$ cat config.mk
export PLATFORM = sky130hd
export DESIGN_NAME = gpzda_transmitter
export DESIGN_NICKNAME = d
export VERILOG_FILES = /design/src/rtl/gpzda_transmitter.sv
export SDC_FILE = /design/constraint.sdc
export NUM_CORES = 1
export LEC_CHECK = 0
export BUFFER_PORTS_ARGS = -buffer_cell sky130_fd_sc_hd__buf_4
export CELL_PAD_IN_SITES_DETAIL_PLACEMENT = 1
export CELL_PAD_IN_SITES_GLOBAL_PLACEMENT = 1
export CORE_MARGIN = 5
export CORE_UTILIZATION = 45
export DETAILED_ROUTE_END_ITERATION = 7
export PLACE_DENSITY = 0.81
export SYNTH_ARGS = -nofsm -noshare
export SYNTH_HDL_FRONTEND = slang
export SYNTH_SLANG_ARGS = --single-unit
$ cat constraint.sdc
create_clock -name clk_i -period 6.6 [get_ports clk_i]
set_input_delay 0.99 -clock clk_i [delete_from_list [all_inputs] [get_ports clk_i]]
set_output_delay 0.99 -clock clk_i [all_outputs]
set_load 0.05 [all_outputs]
$ cat src/rtl/gpzda_transmitter.sv
// NMEA $GPZDA sentence serializer: latches time/date fields on start and streams the
// 38-byte sentence with checksum and CR/LF over a valid/ready byte handshake.
module gpzda_transmitter #(
  parameter int unsigned      B         = 8,
  parameter logic [6*B-1:0]   Prefix    = "$GPZDA",
  parameter logic [B-1:0]     Separator = ","
) (
  input  logic         clk_i,
  input  logic         rst_i,
  input  logic         start_i,
  input  logic [9*B-1:0] utc_i,
  input  logic [2*B-1:0] day_i,
  input  logic [2*B-1:0] month_i,
  input  logic [4*B-1:0] year_i,
  input  logic         ready_i,
  output logic         valid_o,
  output logic [B-1:0] data_o,
  output logic         busy_o,
  output logic         done_o
);

  typedef enum logic [1:0] {StIdle, StSend, StDone} state_e;

  localparam logic [5:0] LastIdx = 6'd37;

  state_e         state_q, state_d;
  logic [5:0]     idx_q, idx_d;
  logic [B-1:0]   csum_q, csum_d;
  logic [9*B-1:0] utc_q;
  logic [2*B-1:0] day_q, month_q;
  logic [4*B-1:0] year_q;
  logic [B-1:0]   cur_byte;
  logic           load;
  int             k;

  // 0x30 + n for digits, 0x37 + n maps 10..15 onto 'A'..'F'.
  function automatic logic [B-1:0] hex_char(input logic [3:0] n);
    if (n < 4'd10) return B'(8'h30) + B'(n);
    else           return B'(8'h37) + B'(n);
  endfunction

  assign load = (state_q == StIdle) && start_i;

  always_ff @(posedge clk_i) begin
    if (load) begin
      utc_q   <= utc_i;
      day_q   <= day_i;
      month_q <= month_i;
      year_q  <= year_i;
    end
  end

  always_ff @(posedge clk_i or posedge rst_i) begin
    if (rst_i) begin
      state_q <= StIdle;
      idx_q   <= '0;
      csum_q  <= '0;
    end else begin
      state_q <= state_d;
      idx_q   <= idx_d;
      csum_q  <= csum_d;
    end
  end

  // Byte selected by the current index; fields are packed leftmost char in the top byte.
  always_comb begin
    cur_byte = '0;
    k        = int'(idx_q);
    if (k <= 5)       cur_byte = Prefix[(5 - k)*B +: B];
    else if (k == 6)  cur_byte = Separator;
    else if (k <= 15) cur_byte = utc_q[(15 - k)*B +: B];
    else if (k == 16) cur_byte = Separator;
    else if (k <= 18) cur_byte = day_q[(18 - k)*B +: B];
    else if (k == 19) cur_byte = Separator;
    else if (k <= 21) cur_byte = month_q[(21 - k)*B +: B];
    else if (k == 22) cur_byte = Separator;
    else if (k <= 26) cur_byte = year_q[(26 - k)*B +: B];
    else if (k == 27) cur_byte = Separator;
    else if (k == 30) cur_byte = Separator;
    else if (k <= 32) cur_byte = B'(8'h30);
    else if (k == 33) cur_byte = B'(8'h2A);
    else if (k == 34) cur_byte = hex_char(csum_q[7:4]);
    else if (k == 35) cur_byte = hex_char(csum_q[3:0]);
    else if (k == 36) cur_byte = B'(8'h0D);
    else if (k == 37) cur_byte = B'(8'h0A);
  end

  always_comb begin
    state_d = state_q;
    idx_d   = idx_q;
    csum_d  = csum_q;
    unique case (state_q)
      StIdle: begin
        if (start_i) begin
          state_d = StSend;
          idx_d   = '0;
          csum_d  = '0;
        end
      end
      StSend: begin
        if (ready_i) begin
          idx_d = idx_q + 6'd1;
          // The '$' lead-in and everything from '*' on are outside the checksum.
          if (idx_q >= 6'd1 && idx_q <= 6'd32) csum_d = csum_q ^ cur_byte;
          if (idx_q == LastIdx) state_d = StDone;
        end
      end
      StDone:  state_d = StIdle;
      default: state_d = StIdle;
    endcase
  end

  always_comb begin
    valid_o = (state_q == StSend);
    data_o  = valid_o ? cur_byte : '0;
    busy_o  = (state_q != StIdle);
    done_o  = (state_q == StDone);
  end

endmodule

==> impl_metrics.tcl <==
set metrics [dict create \
    outcome "complete, no violations" \
    preCtsSetupSlack_ns 1.95 \
    synth-compound-area-share_pct 11.7 \
    max_slew_margin_pct 29.0 \
    clkTransAtPathRegs_ns 0.07 \
    r2r_start "idx_q[0]$_DFFE_PP0P_" \
    synth-simple-area-share_pct 11.8 \
    hold_class "flip-flop to flip-flop" \
    netlist_area_sq_um 7570 \
    numClockSinks 152 \
    numCtsBuffers 17 \
    p_int_uw 2520 \
    synth_top_family_by_area "simple AND/OR/NAND/NOR gates" \
    globalplace.congestion 0.932 \
    comb_power_share_pct 47.0 \
    cts_setup_buffers 0 \
    use_met3_pct 4.22 \
    ys_ff_latch 152 \
    tightestPinTransition_ns 1.04 \
    slowest_stage "dfrtp_2" \
    p_leak_uw 0.00358 \
    grt_max_degree 76 \
    die-area_sq_um 19500 \
    clock.fmax_ghz 0.194 \
    layout.cells.non_filler 926 \
    crit_fanout 22 \
    cts_htree_levels 4 \
    synthAdderAreaFrac_pct 2.81 \
    cellPowerDensity_nw_per_um2 468 \
    placed_cells 894 \
    final_max_slew_viol_count 0 \
    cts_root_buf "clkbuf_16" \
    slowest_delay_ns 0.85 \
    final_cell_mix "buf_4, edfxtp_1, nor2_1" \
    vdd_drop_max_mv 0.317 \
    final_common_cell "buf_4" \
    period_share_pct 78.3 \
    hold_start "state_q[1]$_DFFE_PP0P_" \
    grt_antenna_before_repair 0 \
    grtUsageTotal_pct 24.0 \
    grt_pass1_wl_mm 35.4 \
    grtUsageMet1_pct 30.9 \
    pwr-share-seq_pct 29.5 \
    synth.avg_cell_area_sq_um 14.0 \
    die_h_um 140 \
    yosys_warnings 0 \
    r2r_cells 7 \
    drt_iter0_drc 374 \
    arrival_ns 4.18 \
    synth-edff-count 136 \
    drt-total-wl_mm 23.3 \
    fin_crit_ns 5.17 \
    io_pins 151 \
    grt-ovfl-total 0 \
    place_hpwl_mm 17.1 \
    crit_required_ns 5.61 \
    cts_buffer_depth 2 \
    power.switching_uw 1930 \
    reg2reg_setup_slack_ns 2.82 \
    worst_skew_pair.late_latency_ns 0.44 \
    antenna_cells 0 \
    finalWorstSetupSlack_ns 1.43 \
    rr_endpoint "csum_q[2]$_DFFE_PP0P_" \
    postCtsResizedCells 0 \
    grt_util_met2_pct 41.5 \
    synth_ff_type "edfxtp_1" \
    maxCapViolations 0 \
    tns_ns 0 \
    die_w_um 140 \
    switching_share_pct 43.4 \
    final_cell_area_sq_um 9500 \
    hold_viol 0 \
    placed_cell_area_sq_um 8880 \
    hold_path_depth 1 \
    wl_per_cell_um 25.2 \
    ant_nets 0 \
    viasPerCell 5.85 \
    worst-setup-path-type "flip-flop to output port" \
    area_growth_syn_to_layout_pct 25.6 \
    drc 0 \
    rsz0062_at_grt "no" \
    postCtsHoldBufs 0 \
    synthArstFlopShare_pct 10.5 \
    syn_nets 698 \
    start_kind "flip-flop" \
    muxShareOfSynthArea_pct 10.7 \
    start_util_pct 45.8 \
    busiest_layer "met2" \
    cts_tree "built" \
    min_to "state_q[0]$_DFFE_PP0P_" \
    setup_violations 0 \
    synth_xor_area_share_pct 1.03 \
    via_count 5421 \
    yosysSeqAreaShare_pct 59.3 \
    cp_cell_sequence "inv_1 -> ha_1 -> mux4_2 -> a2111oi_0 -> a211oi_1 -> o21ai_0 -> nor2_1 -> buf_4" \
    drive_gt1_share_pct 35.1 \
    synth_cells 541 \
    grt_pass1_vias 5917 \
    p_clk_share_pct 23.5 \
    coreArea_sq_um 16500 \
    yosys.cell_types.count 88 \
    nets 850 \
    skew_ns 0.0118 \
    rows 47 \
    dr.pass1.iters 5 \
    numPortBuffers 150 \
    cp-end-kind "output port" \
]
-- kinds of logic (layout without fill, tap and decap cells) --
family	after synthesis	after routing
AOI/OAI and AO/OA	114	114
adders and majority gates	17	17
and+or+nand+nor	159	159
muxes	50	50
DFF	152	152
buffers and inverters	41	206
xor gates and xnor gates	8	8
-- critical path: cells and delay by family (launching register included) --
family	cells	cell delay, ns
AO/OA/AOI/OAI	3	1.12
adder cells (fa/ha/maj)	1	0.75
buffers and inverters	2	0.53
flip-flops	1	0.85
multiplexers	1	0.39
AND/OR/NAND/NOR	1	0.09
-- cell usage after synthesis (5+ instances only) --
cell type | n | area, sq um
mux2_2 | 6 | 67.6
buf_2 | 7 | 35.0
nor2b_1 | 5 | 31.3
nor3_1 | 13 | 65.1
edfxtp_1 | 136 | 4080
nand2b_1 | 10 | 62.6
and3_1 | 7 | 43.8
ha_1 | 17 | 213
o211ai_1 | 5 | 37.5
a21o_1 | 5 | 37.5
mux4_2 | 24 | 541
a211oi_1 | 5 | 37.5
clkbuf_1 | 6 | 22.5
nand3_1 | 12 | 60.1
o21ai_0 | 17 | 85.1
nor2_1 | 35 | 131
nand2_1 | 34 | 128
mux2i_1 | 19 | 190
nand4_1 | 6 | 37.5
a21oi_1 | 27 | 135
inv_1 | 17 | 63.8
xnor2_1 | 7 | 61.3
dfrtp_1 | 16 | 400
-- sequential cells by signal, indices dropped and copies added (netlist names) --
name	flops
state_q	2
idx_q	6
utc_q	72
year_q	32
csum_q	8
month_q	16
day_q	16
-- metal layers --
metal	up-vias	part of all wire [%]	routed length (um)
met5	-	0	0
met3	30	5.3	1230
met2	197	51	12000
met1	2765	41	9660
met4	0	1.9	432
li1	2429	-	-
-- power groups by stage --
stage / Combinational [uW] / Sequential [uW] / Clock [uW]
6_report: 2090 / 1310 / 1040
5_1_grt: 2230 / 1330 / 1110
4_1_cts: 2090 / 1310 / 1060
3_5_place_dp: 2070 / 1330 / 0
3_3_place_gp: 2030 / 1320 / 0
2_1_floorplan: 1510 / 1260 / 0
-- cell type report --
cell class | instances | area [sq um]
Fill cell | 1674 | 7020
Clock inverter | 15 | 203
Clock buffer | 17 | 425
Multi-Input combinational cell | 348 | 2880
Inverter | 20 | 80.1
Sequential cell | 152 | 4490
Timing Repair Buffer | 154 | 1160
Tap cell | 220 | 275
-- worst max-delay path by stage --
stage	startpoint	to	slack [ns]	cells past startpoint
2_1_floorplan	idx_q[2]$_DFFE_PP0P_	data_o[1]	1.95	10
3_3_place_gp	idx_q[0]$_DFFE_PP0P_	data_o[2]	1.99	8
3_5_place_dp	idx_q[0]$_DFFE_PP0P_	data_o[2]	1.95	8
4_1_cts	idx_q[0]$_DFFE_PP0P_	data_o[2]	1.46	8
5_1_grt	idx_q[0]$_DFFE_PP0P_	data_o[7]	1.27	10
6_report	idx_q[0]$_DFFE_PP0P_	data_o[2]	1.43	8
-- per-stage QoR --
stage	power [uW]	hold WS, ns	utilization (%)
final	4450	0.490	57.5
after global routing	4670	0.522	57.5
after CTS	4460	0.494	57.5
after detailed placement	3400	0.486	53.7
after global placement	3360	0.474	53.7
after floorplan	2770	0.454	-
(Power assumes the default switching activity.)
